--- config.mk ---
export PLATFORM = sky130hd
export DESIGN_NAME = fsm_stim_driver
export DESIGN_NICKNAME = d
export VERILOG_FILES = /design/src/rtl/fsm_stim_pkg.sv /design/src/rtl/fsm_stim_dncnt.sv /design/src/rtl/fsm_stim_driver.sv
export SDC_FILE = /design/constraint.sdc
export NUM_CORES = 1
export LEC_CHECK = 0
export CORE_AREA = 2 2 47 49
export CTS_CLUSTER_DIAMETER = 50
export DETAILED_ROUTE_END_ITERATION = 12
export DIE_AREA = 0 0 49 51
export DONT_BUFFER_PORTS = 1
export PLACE_DENSITY = 0.67
export SYNTH_ARGS = -nofsm -noshare
export SYNTH_HDL_FRONTEND = slang
export SYNTH_SLANG_ARGS = --single-unit
--- constraint.sdc ---
create_clock -name clk -period 5.4 [get_ports clk]
set_input_delay 1.62 -clock clk [delete_from_list [all_inputs] [get_ports clk]]
set_output_delay 1.62 -clock clk [all_outputs]
set_load 0.02 [all_outputs]
--- src/rtl/fsm_stim_pkg.sv ---
// Shared constants for the command-FSM stimulus driver: state encodings,
// neutral input code and counter widths.
// Pure declarations; no logic, no latency, no flow control.
package fsm_stim_pkg;

    // 3-bit state register; encodings 4..7 are illegal and recover to IDLE
    localparam int STATE_W = 3;

    typedef enum logic [STATE_W-1:0] {
        ST_IDLE    = 3'd0,
        ST_SETTLE  = 3'd1,
        ST_CAPTURE = 3'd2,
        ST_RESP    = 3'd3
    } state_e;

    // Code driven onto the FSM input whenever no command is active
    localparam int NEUTRAL_CODE = 0;

    // Settle counter covers SETTLE 0..15, timeout counter covers 1..255
    localparam int SETTLE_CNT_W = 4;
    localparam int TO_CNT_W     = 8;

    // True for the four defined state encodings
    function automatic logic is_legal_state(input logic [STATE_W-1:0] s);
        return (s <= 3'd3);
    endfunction

endpackage

--- src/rtl/fsm_stim_dncnt.sv ---
// Loadable down-counter with zero flag; load has priority over decrement.
// Zero flag is combinational from the registered count; load/decrement take one cycle.
// No flow control; decrement is ignored once the count has reached zero.
module fsm_stim_dncnt #(
    parameter int W = 4
) (
    input  logic         clk,
    input  logic         rst,
    input  logic         load_i,
    input  logic [W-1:0] load_val_i,
    input  logic         en_i,
    output logic         zero_o
);

    logic [W-1:0] cnt_q;

    // Count register: reset to 0, load wins, otherwise saturating decrement
    always_ff @(posedge clk) begin
        if (rst) begin
            cnt_q <= '0;
        end else if (load_i) begin
            cnt_q <= load_val_i;
        end else if (en_i && (cnt_q != '0)) begin
            cnt_q <= cnt_q - 1'b1;
        end
    end

    assign zero_o = (cnt_q == '0);

endmodule

--- src/rtl/fsm_stim_driver.sv ---
// Drives each accepted command onto the FSM input, samples fsm_out and returns it with the command.
// Latency: accept at cycle 0, sample at end of cycle SETTLE+2, rsp_valid in cycle SETTLE+3.
// One command in flight; cmd_ready low while busy, response held until rsp_ready (FSM_STIM_RSP_TIMEOUT_EN adds a drop timeout).
module fsm_stim_driver
    import fsm_stim_pkg::*;
#(
    parameter int DATA_W  = 3,
    parameter int SETTLE  = 2,
    parameter int TIMEOUT = 16
) (
    input  logic              clk,
    input  logic              rst,
    input  logic              cmd_valid,
    output logic              cmd_ready,
    input  logic [DATA_W-1:0] cmd_data,
    output logic              rsp_valid,
    input  logic              rsp_ready,
    output logic [DATA_W-1:0] rsp_data,
    output logic [DATA_W-1:0] rsp_cmd,
    output logic [DATA_W-1:0] fsm_user_input,
    input  logic [DATA_W-1:0] fsm_out,
    output logic              busy,
    output logic              err_illegal,
    output logic              err_timeout
);

    // Elaboration-time guard on parameter ranges
    if (SETTLE < 0 || SETTLE > 15) begin : g_bad_settle
        $error("fsm_stim_driver: SETTLE must be within 0..15");
    end
    if (TIMEOUT < 1 || TIMEOUT > 255) begin : g_bad_timeout
        $error("fsm_stim_driver: TIMEOUT must be within 1..255");
    end

    localparam logic [SETTLE_CNT_W-1:0] SETTLE_LD = SETTLE_CNT_W'(SETTLE);
    localparam logic [DATA_W-1:0]       NEUTRAL   = DATA_W'(NEUTRAL_CODE);

    logic [STATE_W-1:0] state_q, state_d;
    logic               illegal;
    logic               accept;
    logic               rsp_hs;
    logic               timeout_fire;
    logic               settle_zero;

    logic [DATA_W-1:0]  cmd_q;
    logic [DATA_W-1:0]  rsp_data_q;
    logic [DATA_W-1:0]  rsp_cmd_q;
    logic [DATA_W-1:0]  fui_q;
    logic               rsp_valid_q;
    logic               err_illegal_q;

    assign accept = cmd_valid && cmd_ready;
    assign rsp_hs = (state_q == ST_RESP) && rsp_valid_q && rsp_ready;

    // Settle window: loaded on acceptance, counts down while in SETTLE
    fsm_stim_dncnt #(
        .W (SETTLE_CNT_W)
    ) u_settle_cnt (
        .clk        (clk),
        .rst        (rst),
        .load_i     (accept),
        .load_val_i (SETTLE_LD),
        .en_i       (state_q == ST_SETTLE),
        .zero_o     (settle_zero)
    );

`ifdef FSM_STIM_RSP_TIMEOUT_EN
    localparam logic [TO_CNT_W-1:0] TIMEOUT_LD = TO_CNT_W'(TIMEOUT - 1);

    logic to_zero;
    logic err_timeout_q;

    // Response wait budget: loaded while entering RESP, counts cycles without rsp_ready
    fsm_stim_dncnt #(
        .W (TO_CNT_W)
    ) u_timeout_cnt (
        .clk        (clk),
        .rst        (rst),
        .load_i     (state_q == ST_CAPTURE),
        .load_val_i (TIMEOUT_LD),
        .en_i       ((state_q == ST_RESP) && !rsp_ready),
        .zero_o     (to_zero)
    );

    // Expiry only without rsp_ready, so a handshake on the expiry cycle wins
    assign timeout_fire = (state_q == ST_RESP) && to_zero && !rsp_ready;

    // Sticky timeout flag, cleared only by reset
    always_ff @(posedge clk) begin
        if (rst) begin
            err_timeout_q <= 1'b0;
        end else if (timeout_fire) begin
            err_timeout_q <= 1'b1;
        end
    end

    assign err_timeout = err_timeout_q;
`else
    assign timeout_fire = 1'b0;
    assign err_timeout  = 1'b0;
`endif

    // State register
    always_ff @(posedge clk) begin
        if (rst) begin
            state_q <= ST_IDLE;
        end else begin
            state_q <= state_d;
        end
    end

    // Next-state decode; every undefined encoding returns to IDLE and is flagged
    always_comb begin
        state_d = state_q;
        illegal = 1'b0;
        case (state_q)
            ST_IDLE: begin
                if (accept) begin
                    state_d = ST_SETTLE;
                end
            end
            ST_SETTLE: begin
                if (settle_zero) begin
                    state_d = ST_CAPTURE;
                end
            end
            ST_CAPTURE: begin
                state_d = ST_RESP;
            end
            ST_RESP: begin
                if (rsp_hs || timeout_fire) begin
                    state_d = ST_IDLE;
                end
            end
            default: begin
                state_d = ST_IDLE;
                illegal = !is_legal_state(state_q);
            end
        endcase
    end

    // Output decode: only cmd_ready and busy come straight from the state
    always_comb begin
        cmd_ready = (state_q == ST_IDLE) && !rst;
        busy      = (state_q != ST_IDLE);
    end

    // Registered datapath: command latch, FSM drive, response capture, error flag
    always_ff @(posedge clk) begin
        if (rst) begin
            cmd_q         <= '0;
            fui_q         <= NEUTRAL;
            rsp_data_q    <= '0;
            rsp_cmd_q     <= '0;
            rsp_valid_q   <= 1'b0;
            err_illegal_q <= 1'b0;
        end else if (illegal) begin
            fui_q         <= NEUTRAL;
            rsp_valid_q   <= 1'b0;
            err_illegal_q <= 1'b1;
        end else begin
            if (accept) begin
                cmd_q <= cmd_data;
                fui_q <= cmd_data;
            end
            if (state_q == ST_CAPTURE) begin
                rsp_data_q  <= fsm_out;
                rsp_cmd_q   <= cmd_q;
                rsp_valid_q <= 1'b1;
                fui_q       <= NEUTRAL;
            end
            if (rsp_hs || timeout_fire) begin
                rsp_valid_q <= 1'b0;
            end
        end
    end

    assign rsp_valid      = rsp_valid_q;
    assign rsp_data       = rsp_data_q;
    assign rsp_cmd        = rsp_cmd_q;
    assign fsm_user_input = fui_q;
    assign err_illegal    = err_illegal_q;

endmodule

==> flow_summary.toml, run 1 <==
[logic_synthesis]
synth_top_area_share_pct = 44.1
synth_seq_cells = 19
synth_cell_types = 25
syn_area_um2 = 862
yosysSeqAreaShare_pct = 44.1
synth_most_common_cell = "dfxtp_1"
synthFlopType = "dfxtp_1"
syn_inst = 94
netlist_top_cells_count = "dfxtp_1, nor2_1, a21oi_1, mux2i_1"
yosysWarningCount = 0
synth_edf_count = 0
syn_area_per_cell_um2 = 9.17
synthTopCellsByArea = "dfxtp_1, ha_1, mux2i_1"
yosys.area.top_type = "dfxtp_1"
synthArstFlopShare_pct = 0

[cts]
numCtsBuffers = 3
root_buffer = "clkbuf_4"
clkSinkCount = 19
clk_pin_slew_ps = 110
htreeDepth = 1
clockBufferDepth = 2
tritoncts = "done"
cts_resized = 0
hold_buffers = 0
clk_latency_ps = 290
post_cts_buffers = 0

[route]
vias_per_cell = 5.26
wl_um = 1540
drt-initial-drc-count = 20
drc = 0
routedWlPerCell_um = 12.6
firstDrtPassIters = 4
ant_nets = 0
vias = 642

[job]
cap_violations = 0

[critical_path]
arrival_ps = 1910
cp_top_family = "simple AND/OR/NAND/NOR gates"
required_ps = 3780
endpoint_kind = "output port"
cp_max_fo = 21
critPathKind = "input pin to output port"
max_stage_delay_ps = 290
reg2reg_from = "u_settle_cnt.cnt_q[0]"
crit_path_cell_trace = "nor2_1"
cp_slowest_cell = "nor2_1"
critPathLaunchType = "input pin"
crit_buf_inv = 0
timing.critical_path.from = "rst"

[finish]
stdcell_area_um2 = 902
fin_nets = 111
area_growth_pct = 4.64
drive_gt1_share_pct = 6.38
final_cells = 122
antenna_cells = 0

[placed_design]
place_congestion = 0.697
io_buffer_count = 0
placed_area_um2 = 875
place_ws_ps = 1870
detailedPlacementHpwl_um = 1140
dp.cells = 118

[die]
die_w_um = 49
start_util_pct = 41.8
rows = 17
fp.dieArea_mm2 = 0.00250
io_pins = 24
fp.dieH_um = 51
coreArea_mm2 = 0.00206

[sta]
setup_slack_ps = 1870
min_period_ps = 3530
fmax_ghz = 0.283
finalSetupViolCount = 0
slew_violations = 0
worst_pin_slew_ps = 549
finalCritPeriodShare_pct = 65.4
rsz0062_at_grt = "false"
setup_tns_ps = 0
hold_viol = 0
finClkSkew_ps = 7.32
slew_headroom_pct = 63.4

[global_route]
grt_pass1_wl_um = 2500
overflow = 0
grt_pass1_vias = 592
grt_antenna_before_repair = 0
track_usage_pct = 12.9
grt_max_degree = 22

[power_and_ir_drop]
p_int_uw = 253
comb_power_share_pct = 35.1
irDropWorstVdd_v = 0.000276
power_leakage_uw = 0.000360
p_switching_uw = 165
clock_power_share_pct = 16.8
seqPwrFrac_pct = 48.1
power.density_mw_per_mm2 = 463
sw_frac_of_total_pct = 39.5

[worst_hold_path]
min_from = "u_settle_cnt.cnt_q[0]"
hp-class = "flop to flop"

[run_status]
status = "finished, final reports clean"
registers in the layout (all words and copies together) (netlist names):
register / cells
cmd_q: 3
fsm_user_input: 3
rsp_cmd: 3
rsp_data: 3
rsp_valid: 1
state_q: 2
u_settle_cnt.cnt_q: 4
metal layers:
metal / global-route usage [%] / vias to the layer above / share of wire [%]
li1: - / 319 / -
met2: 21.7 / 18 / 48
met4: 5.71 / 0 / 1.0
met3: 4.39 / 2 / 6.3
met5: 0 / - / 0
met1: 14.9 / 303 / 44
through the flow:
stage | utilization (%) | total power (µW) | hold WS, ps
6_report | 43.7 | 418 | 498
5_1_grt | 43.7 | 448 | 544
4_1_cts | 43.7 | 423 | 503
3_5_place_dp | 42.4 | 351 | 487
3_3_place_gp | 42.4 | 345 | 468
2_1_floorplan | - | 325 | 454
final cells by class:
| cell class | instances | area [µm²] |
|---|---|---|
| clock buffers | 3 | 22.5 |
| flip-flops and latches | 19 | 380 |
| multi-input cells | 65 | 437 |
| inverters | 6 | 22.5 |
| clock inverters | 1 | 5.00 |
| well taps | 28 | 35.0 |
| fillers | 217 | 1160 |
final timing paths:
check | to | slack, ps | cells past startpoint
worst min-delay path | u_settle_cnt.cnt_q[0] | 500 | 2
worst min register to register | u_settle_cnt.cnt_q[0] | 500 | 2
worst max register to register | state_q[0] | 3420 | 5
worst max-delay path | cmd_ready | 1870 | 1
logic make-up after synthesis:
kind of cell / after synthesis / share of synthesized area, %
buffers and inverters: 11 / 5.66
AOI/OAI and AO/OA: 15 / 11.5
and+or+nand+nor: 33 / 19.2
muxes: 8 / 9.43
other: 1 / 0.435
xor gates and xnor gates: 1 / 1.02
DFF: 19 / 44.1
adders and majority gates: 6 / 8.71
layout by cell type, fill, tap and decap left out:
master,synthesis,routed
conb_1,1,2
nand4b_1,1,1
clkinv_2,0,1
nand2b_1,4,4
or3b_4,1,1
nand2_1,2,2
dfxtp_1,19,19
ha_1,6,6
o211ai_1,1,1
o21ai_0,1,1
and3_1,3,3
nor3b_1,1,1
a311oi_1,2,2
a222oi_1,1,1
mux2_1,1,1
nor2_1,15,15
a21bo_2,1,1
xor2_1,1,1
nand3_1,1,1
a221oi_1,1,1
clkbuf_4,0,3
nor3_1,5,5
mux2i_1,7,7
inv_1,6,6
a21oi_1,8,8
worst min-delay path: stages (launching register included):
cell,delay (ps)
dfxtp_1,340
o21ai_0,70
a21oi_1,60
power by group through the flow:
stage	clock [µW]	sequential, µW	combinational, µW
after floorplan	0	198	126
after global placement	0	202	143
after detailed placement	0	204	147
after CTS	73.6	201	148
after global routing	78.4	205	165
final	70.3	201	147
Power figures use the tool's default switching activity.
==> inputs of run 2 (changes only) <==
Clock period 5.4 ns to 3.6 ns, I/O delays scaled along.
==> flow_summary.toml, run 2 (synthesis gave the netlist of run 1 again) <==
[finish]
area_growth_pct = 4.93
stdcell_area_um2 = 905
final_cell_mix = "dfxtp_1, nor2_1, a21oi_1"
largest_register = "u_settle_cnt.cnt_q"
drive_gt1_share_pct = 6.38
antenna_cells = 0
final_common_cell = "dfxtp_1"
largest_reg_flops = 4
fin_nets = 111
final_util_pct = 43.8

[sta]
setup_tns_ps = 0
finalSetupViolCount = 0
rsz0062_at_grt = "false"
worst_pin_slew_ps = 536
slew_violations = 0
setup_slack_ps = 927
fmax_ghz = 0.374
finClkSkew_ps = 4.04
hold_viol = 0
min_period_ps = 2670
finalCritPeriodShare_pct = 74.2
slew_headroom_pct = 64.3

[cts]
post_cts_buffers = 0
numCtsBuffers = 3
clkSinkCount = 19
tritoncts = "done"
htreeDepth = 1
clk_latency_ps = 300
cts_resized = 0
hold_buffers = 0
root_buffer = "clkbuf_4"
clk_pin_slew_ps = 110
clockBufferDepth = 2

[route]
firstDrtPassIters = 4
vias_per_cell = 5.24
ant_nets = 0
wl_um = 1500
routedWlPerCell_um = 12.3
drt-initial-drc-count = 13
drc = 0
vias = 639

[worst_hold_path]
hp-class = "flop to flop"
min_from = "u_settle_cnt.cnt_q[0]"

[placed_design]
place_ws_ps = 1140
detailedPlacementHpwl_um = 1100
place_congestion = 0.713
placed_area_um2 = 875
io_buffer_count = 0

[global_route]
overflow = 0
grt_max_degree = 22
grt_antenna_before_repair = 0
track_usage_pct = 13.7
grt_pass1_wl_um = 2580
grt_pass1_vias = 608

[die]
die_w_um = 49
fp.dieH_um = 51
io_pins = 24
rows = 17
coreArea_mm2 = 0.00206
fp.dieArea_mm2 = 0.00250
start_util_pct = 41.8

[critical_path]
timing.critical_path.from = "state_q[0]"
arrival_ps = 1590
critPathLaunchType = "flop"
required_ps = 2520
reg2reg_from = "u_settle_cnt.cnt_q[0]"
critPathKind = "flop to output port"
cp_max_fo = 8
endpoint_kind = "output port"

[run_status]
status = "finished, final reports clean"

[power_and_ir_drop]
irDropWorstVdd_v = 0.000419
power.density_mw_per_mm2 = 694
power_leakage_uw = 0.000356
finalPower_uw = 628

[job]
cap_violations = 0
[run 2: per-stage QoR]
step           std cells  hold WS [ps]
2_1_floorplan         95           454
3_3_place_gp         118           468
3_5_place_dp         118           479
5_1_grt              122           549
4_1_cts              122           503
6_report             122           499
[run 2: worst max-delay path, cell delays in order (launching register included)]
cell and delay [ps]:
dfxtp_1 360, inv_1 110, ha_1 300, inv_1 180, nor2_1 350
[run 2: cell type report]
class	count	area, µm²
Tap cell	28	35.0
Clock buffer	3	22.5
Sequential cell	19	380
Inverter	6	22.5
Clock inverter	1	7.51
Fill cell	213	1160
Multi-Input combinational cell	65	437
[run 2: routing by layer]
layer  GRT usage [%]  wire, µm
met1            14.4       615
met3            7.60       118
met2            23.5       769
met5               0         0
met4            4.29         0
[run 2: path summary, 6_finish.rpt]
path	to	slack, ps	depth (start not counted)
max reg2reg	state_q[0]	1630	5
max	cmd_ready	930	4
min	u_settle_cnt.cnt_q[0]	500	2
min reg2reg	u_settle_cnt.cnt_q[0]	500	2
[run 2: power by group]
group	total [µW]	internal (µW)	leakage [µW]	switching, µW
sequential	301	248	0.000155	52.8
combinational	216	89.7	0.000187	127
clock	110	42.3	0.0000139	68.1
total	628	380	0.000356	248
